[config.mk]
export PLATFORM = sky130hd
export DESIGN_NAME = ring_pos_to_remote_scheduler
export DESIGN_NICKNAME = d
export VERILOG_FILES = /design/src/rtl/ring_pos_to_remote_scheduler.sv
export SDC_FILE = /design/constraint.sdc
export NUM_CORES = 1
export LEC_CHECK = 0
export ABC_CLOCK_PERIOD_IN_PS = 4000
export BUFFER_PORTS_ARGS = -buffer_cell sky130_fd_sc_hd__buf_2
export CAP_MARGIN = 30
export CORE_MARGIN = 5
export CORE_UTILIZATION = 53
export DETAILED_ROUTE_END_ITERATION = 8
export PLACE_DENSITY = 0.85
export SKIP_CTS_REPAIR_TIMING = 1
export SYNTH_ARGS = -nofsm -noshare
export SYNTH_HDL_FRONTEND = slang
export SYNTH_SLANG_ARGS = --single-unit
[constraint.sdc]
create_clock -name clk -period 4 [get_ports clk]
set_input_delay 0 -clock clk [delete_from_list [all_inputs] [get_ports clk]]
set_output_delay 0 -clock clk [all_outputs]
set_load 0.005 [all_outputs]
[src/rtl/ring_pos_to_remote_scheduler.sv]
// rtl/ring_pos_to_remote_scheduler.sv - round-robin packetiser of remote position buffers onto the TX stream
module ring_pos_to_remote_scheduler #(
    parameter int NUM_REMOTE_DEST_NODES = 4,
    parameter int REMOTE_NODE_IDX_WIDTH = 2,
    parameter int CNT_WIDTH             = 8,
    parameter int BURST_LEN             = 8,
    parameter int LEN_WIDTH             = 4
) (
    input  logic                                       clk,
    input  logic                                       rst,
    input  logic                                       i_iter_done,
    input  logic [NUM_REMOTE_DEST_NODES*CNT_WIDTH-1:0] i_buf_count,
    output logic [NUM_REMOTE_DEST_NODES-1:0]           o_buf_rd_en,
    output logic [REMOTE_NODE_IDX_WIDTH-1:0]           o_buf_sel,
    output logic                                       o_tx_valid,
    input  logic                                       i_tx_ready,
    output logic                                       o_tx_is_header,
    output logic                                       o_tx_last,
    output logic [REMOTE_NODE_IDX_WIDTH-1:0]           o_tx_dest,
    output logic [LEN_WIDTH-1:0]                       o_tx_len,
    output logic                                       o_busy,
    output logic                                       o_flush_done
);

    localparam int N  = NUM_REMOTE_DEST_NODES;
    localparam int IW = REMOTE_NODE_IDX_WIDTH;

    typedef enum logic [1:0] {ST_IDLE, ST_HDR, ST_DATA} state_t;

    state_t                 state, state_nxt;
    logic [IW-1:0]          ptr, dest, dest_inc, grant_idx;
    logic [LEN_WIDTH-1:0]   len, remaining, grant_len;
    logic                   flush_pending, flush_done_q;
    logic [N-1:0]           req;
    logic                   any_nonzero, grant_found, flush_finish;
    logic [CNT_WIDTH-1:0]   count [N];
    logic [CNT_WIDTH-1:0]   grant_count;
    logic [IW:0]            scan;

    always_comb begin
        any_nonzero = 1'b0;
        for (int d = 0; d < N; d++) begin
            count[d]    = i_buf_count[d*CNT_WIDTH +: CNT_WIDTH];
            req[d]      = (count[d] >= CNT_WIDTH'(BURST_LEN)) | (flush_pending & (count[d] != '0));
            any_nonzero = any_nonzero | (count[d] != '0);
        end
    end

    // Scan upward from the priority pointer with wrap-around; first requester wins.
    always_comb begin
        grant_found = 1'b0;
        grant_idx   = '0;
        scan        = '0;
        for (int i = 0; i < N; i++) begin
            scan = {1'b0, ptr} + (IW+1)'(i);
            if (scan >= (IW+1)'(N))
                scan = scan - (IW+1)'(N);
            if (!grant_found && req[scan[IW-1:0]]) begin
                grant_found = 1'b1;
                grant_idx   = scan[IW-1:0];
            end
        end
    end

    assign grant_count  = count[grant_idx];
    assign grant_len    = (grant_count >= CNT_WIDTH'(BURST_LEN)) ? LEN_WIDTH'(BURST_LEN)
                                                                 : grant_count[LEN_WIDTH-1:0];
    assign dest_inc     = (dest == IW'(N-1)) ? '0 : dest + IW'(1);
    assign flush_finish = (state == ST_IDLE) && flush_pending && !any_nonzero;
    assign o_busy       = (state != ST_IDLE) | flush_pending;
    assign o_flush_done = flush_done_q;

    always_comb begin
        state_nxt      = state;
        o_buf_rd_en    = '0;
        o_buf_sel      = '0;
        o_tx_valid     = 1'b0;
        o_tx_is_header = 1'b0;
        o_tx_last      = 1'b0;
        o_tx_dest      = '0;
        o_tx_len       = '0;
        case (state)
            ST_IDLE: begin
                if (grant_found)
                    state_nxt = ST_HDR;
            end
            ST_HDR: begin
                o_tx_valid     = 1'b1;
                o_tx_is_header = 1'b1;
                o_tx_dest      = dest;
                o_tx_len       = len;
                if (i_tx_ready)
                    state_nxt = ST_DATA;
            end
            ST_DATA: begin
                o_tx_valid  = 1'b1;
                o_tx_dest   = dest;
                o_tx_len    = len;
                o_buf_sel   = dest;
                o_buf_rd_en = i_tx_ready ? (N'(1) << dest) : '0;
                o_tx_last   = (remaining == LEN_WIDTH'(1));
                if (i_tx_ready && remaining == LEN_WIDTH'(1))
                    state_nxt = ST_IDLE;
            end
            default: state_nxt = ST_IDLE;
        endcase
        // A reset cycle abandons the packet without popping or presenting a flit.
        if (rst) begin
            o_buf_rd_en = '0;
            o_tx_valid  = 1'b0;
        end
    end

    always_ff @(posedge clk) begin
        if (rst) begin
            state         <= ST_IDLE;
            ptr           <= '0;
            dest          <= '0;
            len           <= '0;
            remaining     <= '0;
            flush_pending <= 1'b0;
            flush_done_q  <= 1'b0;
        end else begin
            state        <= state_nxt;
            flush_done_q <= flush_finish;
            if (i_iter_done)
                flush_pending <= 1'b1;
            else if (flush_finish)
                flush_pending <= 1'b0;
            case (state)
                ST_IDLE: begin
                    if (grant_found) begin
                        dest <= grant_idx;
                        len  <= grant_len;
                    end
                end
                ST_HDR: begin
                    if (i_tx_ready)
                        remaining <= len;
                end
                ST_DATA: begin
                    if (i_tx_ready) begin
                        remaining <= remaining - LEN_WIDTH'(1);
                        if (remaining == LEN_WIDTH'(1))
                            ptr <= dest_inc;
                    end
                end
                default: ;
            endcase
        end
    end

endmodule

==> results of run 1 <==
[critical path, cell delays in order, from the launching register on]
cell      delay (ps)
dfxtp_1          510
o31ai_1          140
and3_1           230
a311oi_1         430
o21ai_0          160
a2111o_1         470
o211ai_1         190
[routing by layer]
layer  vias to the layer above  global-route usage, %  wire, um
li1                        775                      -         -
met1                       709                   27.6      1520
met2                        66                   37.9      1780
met3                         9                   3.14       330
met4                         0                   8.67        86
met5                         -                      0         0
[metrics by stage]
stage	hold WS [ps]	instances	area, um2
floorplan	117	176	1380
detailed placement	221	255	1670
global route	37.7	260	1710
finish	32.9	260	1710
CTS	-81.4	259	1700
global placement	212	255	1670
[power groups by stage]
stage	clock (mW)	combinational [mW]	sequential, mW
floorplan	0	0.175	0.192
global placement	0	0.256	0.195
detailed placement	0	0.261	0.196
CTS	0.107	0.263	0.192
global route	0.121	0.295	0.196
finish	0.108	0.263	0.193
[worst paths after layout]
| check | to | cells after the start | startpoint |
|---|---|---|---|
| max reg2reg | len[1] | 6 | flush_pending |
| min | len[0] | 3 | i_buf_count[16] |
| min reg2reg | dest[1] | 2 | dest[1] |
| max | len[1] | 6 | flush_pending |
[layout make-up]
type	count	area, um2
Timing Repair Buffer	53	270
Sequential cell	16	320
Multi-Input combinational cell	144	1000
Clock buffer	4	36.3
Fill cell	252	764
Tap cell	30	37.5
Inverter	13	48.8
[state kept, by name (all words and copies together), names as in the netlist]
signal         cells
o_flush_done       1
len                4
state              2
dest               2
remaining          4
ptr                2
flush_pending      1
[cell families after synthesis]
group	count (synthesis)	synth area share [%]
simple gates	81	33.6
compound gates	48	26.3
buf+inv	16	4.35
flops	16	23.2
fa+ha+maj	9	8.16
mux	6	4.35
[Yosys cell counts]
library cell | number | area share, %
nor4_1 | 3 | 1.4
nand3_1 | 8 | 2.9
o31ai_2 | 1 | 0.91
a311oi_1 | 4 | 2.5
o21ai_0 | 4 | 1.5
or4_1 | 4 | 2.2
dfxtp_1 | 16 | 23
and3_1 | 2 | 0.91
o41a_1 | 1 | 0.82
ha_1 | 9 | 8.2
o311ai_1 | 2 | 1.3
a2111o_1 | 1 | 0.82
o31a_1 | 1 | 0.63
a21oi_1 | 11 | 4.0
o21ai_1 | 2 | 0.73
nor3_1 | 7 | 2.5
nand4_1 | 4 | 1.8
o31ai_4 | 1 | 1.5
o41ai_2 | 1 | 1.2
nor4_2 | 2 | 1.8
mux2i_1 | 6 | 4.4
nor2b_1 | 3 | 1.4
a41oi_1 | 3 | 1.9
nor4_4 | 1 | 1.5
nand2_1 | 8 | 2.2
a31o_2 | 1 | 0.63
nand2b_1 | 2 | 0.91
or2_2 | 1 | 0.45
o22ai_1 | 1 | 0.45
a31o_1 | 1 | 0.63
clkbuf_1 | 3 | 0.82
o21a_1 | 2 | 1.1
inv_1 | 13 | 3.5
o211ai_1 | 3 | 1.6
nor3b_1 | 3 | 1.6
a31oi_1 | 3 | 1.4
o31ai_1 | 2 | 1.1
or3_1 | 2 | 0.91
and2_1 | 15 | 6.8
nor2_1 | 16 | 4.4
a211oi_1 | 3 | 1.6
==> run summary, run 1 <==
The run finished with clean final reports. In this run the count of I/O pins placed on the die edge is 53. The total power is 563 uW, and the power share of the combinational group is 46.7%. Setup repair after global routing left no endpoint under its margin.

STA classifies the critical path startpoint as a register. Timing analysis after detailed placement gives a worst setup slack of 1830 ps. At the end of routability-driven placement, the weighted congestion stood at 0.951. From synthesis to final layout, the design area changed by 24.1%. The logs give 221 for the total nets after synthesis and 23.2% for the sequential element share of the synthesized area. The internal power of the cells totals 340 uW. The power dissipated by switching net loads was 223 uW. Leaving out fill and tap cells, the most frequent cell in the layout is buf_2. The logs give 0 for the synthesis warning total and 16 for the clock sink count. Clock tree skew after final layout: 7.02 ps. The share of post-route cells with drive strength above 1 was 27.8%. After clock tree synthesis, the clock-pin slew on the worst setup and hold paths is 100 ps. Total vias in the final route: 1,559.

The detail route stage leaves a number of antenna-violating nets equal to 0. For the worst setup path, the data required time is 4220 ps. The count of buffers added on input and output ports is 52.

The shortest period the worst path allows was 2190 ps. The count of max-cap constraint violations was 0. In this run the power density over the cells is 329 nW/um2.

The highest achievable clock rate was 456 MHz. For the peak ir drop on the vdd network, the log shows 0.239 mV. The floorplan step set the die width to 61.0 um. For this block, the initial DRC count from the detailed router was 48. For the via count of the first global-routing pass, the log shows 1,445. TritonCTS built the clock tree. The logs give 1380 um2 for the combined area of all synthesized cells and 0 for the total inserted antenna cells.

Of the total power, the share spent switching nets is 39.6%. The final-layout setup total negative slack was 0 ps. The global routing usage summed across all routing layers came out at 22.0%. STA classifies the critical path endpoint as a register.

The tools report the arrival time at the worst endpoint as 2410 ps. The cell sitting at the root of the clock tree is a clkbuf_4. The number of clock buffers added by TritonCTS is 3.

For the final setup violation count, the log shows 0. The logs give 1 for the number of levels the H-tree was split into and 290 ps for the clock latency on the worst-skew pair. The core region is 2480 um2.

For this run, the detailed router's first-pass iteration total came to 6. Once the floorplan was initialized, standard cells occupied 55.7% of the core. After global routing the overflow that remains totals 0.

In the layout the commonest cells are buf_2, nor2_1, dfxtp_1, and2_1, inv_1. Final core area utilization: 69.1%. The logs give 0 for the DRC violation count after routing and 6.28 mm for the first-pass GRT wire length. The logs give 34.2% for the sequential cell fraction of total power and 19.1% for the share of power burned in the clock network. The height of the die was 61.0 um. The run gives 3720 um2 as the floorplan die area. For the setup slack after layout, the log shows 1810 ps. Dividing the detail-routed wire length by the instance count gives 14.3 um. The worst slew margin relative to its limit is 51.7%. The final layout contains routed wiring with a total length of 3.72 mm.

The maximum number of pins on one net before global-route repair was 21. The leakage power was 0.704 nW. In this run the mean area of a mapped cell was 7.84 um2. The maximum root-to-sink buffer count came out at 2. The class of the most critical setup path is reg2reg. Synthesis produced a netlist whose cell count is 176. Row generation in the floorplan step produced 18 rows.

Along the worst path, the maximum fanout reaches 7. The net count of the finished layout is 276. The number of synthesized register bits was 16; the detailed-route vias per instance was 6.00.

The slew at the pin with the worst max-slew slack is 721 ps, and the count of endpoints failing hold in the final timing report is 0. The initial antenna violation count came out at 0. The setup check on the worst reg-to-reg path leaves a slack of 1810 ps.

The unique cell type count in the Yosys netlist was 41; the total half-perimeter wirelength after legalization and detailed placement was 3.07 mm. The post-route fraction of the period consumed by the critical path is 54.8%. The path type of the worst min-delay path is in2reg. Number of max-slew violations in the final report: 0.
Note: power is estimated with default switching activity, not from simulation.
==> inputs of run 2 (changes only) <==
ABC_CLOCK_PERIOD_IN_PS = 2250   (was 4000)
CORE_UTILIZATION = 49   (was 53)
PLACE_DENSITY = 0.79   (was 0.85)
clock period = 2.25 ns   (was 4 ns; I/O delays follow)
==> run summary, run 2 (same netlist as run 1, synthesis figures left out) <==
The total inserted antenna cells was 0 (unchanged). The number of cells on the worst hold path works out to 3 (unchanged). The logs give 6.06 mm (-3.5%) for the first-pass GRT wire length and 1 (unchanged) for the number of levels the H-tree was split into. For the global routing usage summed across all routing layers, the log shows 17.9% (-4.1 points). The worst stage delay on the critical path works out to 490 ps (-20 ps).

The tools report the worst-case register-to-register setup slack as 150 ps (-1650 ps). The clock transition at the register clock pins on the worst setup and hold paths after CTS is 100 ps (about the same). TritonCTS built the clock tree. The number of buffer and inverter instances along the worst setup path is 0 (unchanged).

The routed wire length is 3.73 mm (+0.46%), and the worst hold margin is 18.1 ps (-14.8 ps). The critical path is of the reg2reg type. Setup repair after global routing left no endpoint under its margin. On the critical path, the stage with the largest delay is an instance of or4_1. The tree is rooted in a clkbuf_4. The run gives 279 (+1.1%) as the number of nets in the layout. The path type of the worst min-delay path was in2reg. Final cell count without fillers: 264 (+1.5%). Leaving out fill and tap cells, the most frequent cells in the layout are buf_2, nor2_1, and2_1, dfxtp_1, inv_1.

Total vias in the final route: 1,546 (-0.83%). In this run the critical register-to-register path is captured at len[2]. The tools report the highest achievable clock rate as 477 MHz (+4.6%).

The kind of cell adding the most delay to the critical path is compound AO/OA/AOI/OAI gates. The initial antenna violation count was 0 (unchanged); the arrival time at the worst endpoint was 2320 ps (-90 ps). The critical path goes through o31ai_2, nand3_1, a311oi_2, or4_1, a2111o_1, o211ai_1. The highest fanout seen on the critical path is 7 (unchanged). The die extent in x was 63.1 um (+3.3%). Relative to the synthesized area, the layout overhead comes to 26.7%. The shortest period the worst path allows is 2100 ps (-97.4 ps), and the post-route antenna net violation count is 0 (unchanged). STA classifies the critical path startpoint as a register.

The clock sink count came out at 16 (unchanged). In the final layout, the registers with the most flip-flops are len x4, remaining x4. The number of max-slew violations in the final report was 0 (unchanged).

In this run the critical register-to-register path is launched from flush_pending. The nature of the critical path endpoint is a register. The count of endpoints failing hold in the final timing report is 0 (unchanged), and the clock tree skew after final layout is 5.28 ps (-1.74 ps). Height of the die: 63.1 um (+3.3%). The leakage power came out at 0.720 nW (+2.3%).

The post-route fraction of the period consumed by the critical path came out at 93.2% (+38 points). The number of instances in the placed design was 259 (+1.6%). The final-layout setup total negative slack was 0 ps (unchanged).

The path with the worst hold slack has its endpoint at len[1]. The detailed-route vias per instance is 5.86 (-2.3%), and the total global routing overflow is 0 (unchanged). The tools report the final core area utilization as 64.0% (-5.2 points).

The number of DRC markers after the initial detailed-route iteration came out at 121 (+150%). The run gives 0 (unchanged) as the final setup violation count. The slew at the pin with the worst max-slew slack came out at 627 ps (-93.6 ps). The flow ran to the end, and the final reports show no timing, DRC or antenna violations. The top-level I/O count came out at 53 (unchanged). The via count of the first global-routing pass was 1,420 (-1.7%); the total half-perimeter wirelength after legalization and detailed placement was 2.98 mm (-3.0%). The run gives 3980 um2 (+6.8%) as the floorplan die area.

The post-detailed-route wirelength per cell came out at 14.1 um (-1.1%). The clock latency on the worst-skew pair was 290 ps (about the same). Routability congestion estimate: 0.936 (-1.6%).

The depth of the worst register-to-register path works out to 6 (unchanged). The first-pass detailed-route iteration total is 4 (-2). Count of max-cap constraint violations: 0 (unchanged). The run gives 246 (-2.4%) as the filler cell count.

The initial core utilization is 50.5% (-5.2 points). The share of post-route cells with drive strength above 1 is 30.0% (+2.2 points), and the core box area is 2730 um2 (+10%). The tools report the pre-CTS setup slack as 57.5 ps (-1770 ps). The run gives 21 (unchanged) as the maximum number of pins on one net before global-route repair.

For the setup slack after layout, the log shows 154 ps (-1650 ps). The TritonCTS buffer count came out at 3 (unchanged). The run gives 19 (+1) as the row count. The tools report the critical path required time as 2470 ps (-1750 ps).

For the maximum root-to-sink buffer count, the log shows 2 (unchanged). In this run the most critical hold path is launched from i_buf_count[17]. The peak ir drop on the vdd network is 0.573 mV (+140%). The DRC violation count after routing came out at 0 (unchanged). The total power density per cell area was 604 nW/um2 (+84%); the port buffer count was 52 (unchanged).

The worst slew margin relative to its limit came out at 58.0% (+6.4 points). The library cell used most frequently in the layout, excluding fill and tap cells, is buf_2.
-- run 2: cell types whose count changed in the layout (fill, tap and decap cells not counted), sizes merged --
cell  previous run  this run
buf             52        55
-- run 2: worst register-to-register path, delay by kind of cell, from the launching register on --
family | cells | cell delay [ps]
flops | 1 | 430
compound gates | 4 | 910
simple gates | 2 | 690
-- run 2: routing by layer --
metal / vias to the layer above / share of wire [%] / track usage, %
li1: 785 / - / -
met1: 670 / 46 / 23.9
met2: 83 / 44 / 28.8
met3: 8 / 8.4 / 2.84
met4: 0 / 2.1 / 6.63
met5: - / 0 / 0
-- run 2: worst max path at each step --
stage | startpoint | end | depth (start not counted)
2_1_floorplan | flush_pending | len[0] | 6
3_3_place_gp | flush_pending | len[1] | 6
3_5_place_dp | flush_pending | len[2] | 6
4_1_cts | flush_pending | len[2] | 6
5_1_grt | flush_pending | len[1] | 6
6_report | flush_pending | len[2] | 6
-- run 2: cell type report --
type                            instances  area (um2)  share of cell area (%)
Sequential cell                        16         322                    18.4
Timing Repair Buffer                   56         293                    16.7
Clock buffer                            4        36.3                    2.07
Tap cell                               31        38.8                    2.22
Inverter                               13        48.8                    2.79
Multi-Input combinational cell        144        1010                    57.8
-- run 2: metrics by stage --
stage               area [um2]  power (mW)
global placement          1690       0.845
finish                    1750        1.06
CTS                       1730        1.05
global route              1750        1.13
detailed placement        1690       0.854
floorplan                 1380       0.652
-- run 2: power by group --
part	leakage [nW]	switching, mW	internal, mW
logic	0.569	0.296	0.224
clock network	0.0210	0.0964	0.0986
registers	0.130	0.0255	0.316
total	0.720	0.418	0.638
==> inputs of run 3 (changes only) <==
CORE_UTILIZATION = 40   (was 49)
PLACE_DENSITY = 0.66   (was 0.79)
==> run summary, run 3 (same netlist as run 1, synthesis figures left out) <==
The logs give 488 MHz (+2.3%) for the highest achievable clock rate and 202 ps (+48.0 ps) for the setup slack after layout. The sort of element at the start of the critical path is a register. The number of max-slew violations in the final report came out at 0 (unchanged). The run gives 21 (+2) as the row count. Traced cell by cell, the critical path runs through o31ai_2, nand3_1, a311oi_2, or4_1, a2111o_1, o211ai_1. The count of endpoints failing hold in the final timing report was 0 (unchanged); the shortest period the worst path allows was 2050 ps (-48.0 ps).

For the area of the multi-input gates, the log shows 1010 um2 (unchanged). The clock sink count is 16 (unchanged). The tools report the area of all sequential standard cells as 322 um2 (unchanged). Port buffer count: 52 (unchanged). Maximum number of pins on one net before global-route repair: 21 (unchanged). The number of cells on the worst hold path is 3 (unchanged). The path with the worst hold slack has its endpoint at len[1]. The floorplan die area came out at 4730 um2 (+19%). The routed wire length is 3.83 mm (+2.7%).

For the worst hold margin, the log shows 24.5 ps (+6.42 ps). The post-route fraction of the period consumed by the critical path was 91.0% (-2.1 points). The tools report the number of DRC markers after the initial detailed-route iteration as 50 (-59%). The highest-delay cell along the critical path was or4_1. Setup repair after global routing left no endpoint under its margin.

The run finished with clean final reports. The endpoint identified for the worst register-to-register timing path is len[2]. The post-detailed-route wirelength per cell was 13.6 um (-3.9%).

The detailed-route vias per instance is 5.50 (-6.1%), and the clock transition at the register clock pins on the worst setup and hold paths after CTS is 100 ps (about the same). The die extent in x came out at 68.7 um (+9.0%). The master cell of the clock root buffer is clkbuf_4. The initial antenna violation count came out at 0 (unchanged). In the final layout, the registers with the most flip-flops are len x4, remaining x4. The number of buffer and inverter instances along the worst setup path was 0 (unchanged); the core box area was 3340 um2 (+22%).

Height of the die: 68.7 um (+9.0%). The top cell types in the final layout, fill and taps aside, are buf_2, nor2_1, and2_1, dfxtp_1, inv_1. Maximum root-to-sink buffer count: 2 (unchanged). The class of the most critical setup path is reg2reg.

The total power density per cell area is 594 nW/um2 (-1.7%). The share of post-route cells with drive strength above 1 works out to 30.9% (+0.89 points). The tools report the worst-case register-to-register setup slack as 200 ps (+50 ps). The tools report the number of levels the H-tree was split into as 1 (unchanged). The worst stage delay on the critical path works out to 500 ps (about the same). The run gives 0 (unchanged) as the post-route antenna net violation count.

For the TritonCTS buffer count, the log shows 3 (unchanged). On the critical path the largest part of the delay comes from compound AO/OA/AOI/OAI gates. The final setup violation count was 0 (unchanged).

The top-level I/O count is 53 (unchanged), and the first-pass GRT wire length is 6.24 mm (+3.0%). The worst register-to-register path begins at flush_pending. The total half-perimeter wirelength after legalization and detailed placement was 3.21 mm (+7.6%); the clock tree skew after final layout was 8.91 ps (+3.63 ps). Final-layout setup total negative slack: 0 ps (unchanged). The pre-CTS setup slack is 115 ps (+57.0 ps).

The path type of the worst min-delay path was in2reg. The depth of the worst register-to-register path came out at 6 (unchanged). The worst slew margin relative to its limit was 60.7% (+2.6 points); the peak ir drop on the vdd network was 0.276 mV (-52%). The critical path required time came out at 2470 ps (about the same). The tools report the clock latency on the worst-skew pair as 290 ps (about the same).

The worst setup path is captured at a register. Total global routing overflow: 0 (unchanged). The tools report the routability congestion estimate as 0.874 (-6.6%). Critical hold path startpoint: i_buf_count[17]. The DRC violation count after routing is 0 (unchanged).

The tools report the number of nets in the layout as 282 (+1.1%). For the leakage power, the log shows 0.735 nW (+2.0%). The via count of the first global-routing pass is 1,426 (+0.42%), and the post-synthesis to final-layout area growth is 29.7%. The slew at the pin with the worst max-slew slack was 588 ps (-39.3 ps).

The count of max-cap constraint violations came out at 0 (unchanged). The initial core utilization is 41.4% (-9.1 points). TritonCTS built the clock tree.

For the global routing usage summed across all routing layers, the log shows 17.0% (-0.91 points). The run gives 4 (unchanged) as the first-pass detailed-route iteration total. The library cell used most frequently in the layout, excluding fill and tap cells, is buf_2. The total vias in the final route is 1,550 (+0.26%), and the highest fanout seen on the critical path is 5 (-2). The arrival time at the worst endpoint is 2270 ps (-50 ps), and the total inserted antenna cells is 0 (unchanged). The filler cell count is 357 (+45%).
==> run 3: changes by cell type in the layout (fill, tap and decap cells not counted) <==
cell and delta:
buf_4 +3
==> run 3: final cells by class <==
type                       instances  area share, %
multi-input combinational        144           56.5
clock buffer                       4           2.03
tap                               46           3.21
sequential                        16           18.0
inverter                          13           2.73
timing repair buffer              59           17.6
==> run 3: worst max path at each step <==
stage,from,cells after the start,to
2_1_floorplan,flush_pending,6,len[0]
3_3_place_gp,flush_pending,6,len[1]
3_5_place_dp,flush_pending,6,len[2]
4_1_cts,flush_pending,6,len[2]
5_1_grt,flush_pending,6,len[0]
6_report,flush_pending,6,len[2]
==> run 3: power breakdown <==
| part | switching (mW) | internal, mW |
|---|---|---|
| combinational | 0.305 | 0.227 |
| sequential | 0.0245 | 0.316 |
| clock | 0.0917 | 0.0985 |
| total | 0.421 | 0.642 |
==> run 3: layer usage <==
layer  vias up  track usage (%)  wire length (um)
met1       710             22.3              1840
met5         -                0                 0
met3         2             2.27               254
met4         0             4.62                19
met2        51             29.1              1720
li1        787                -                 -
==> run 3: metrics by stage <==
| step | instances | total power, mW | instance area, um2 | util [%] |
|---|---|---|---|---|
| CTS | 281 | 1.07 | 1770 | 53.0 |
| floorplan | 176 | 0.652 | 1380 | - |
| detailed placement | 277 | 0.872 | 1730 | 51.9 |
| finish | 282 | 1.06 | 1790 | 53.7 |
| global placement | 277 | 0.874 | 1730 | 51.9 |
| global route | 282 | 1.16 | 1790 | 53.7 |
==> run 3: worst min-delay path: stages <==
cell      delay, ps
buf_2           120
nand4_1          80
o211ai_1         80
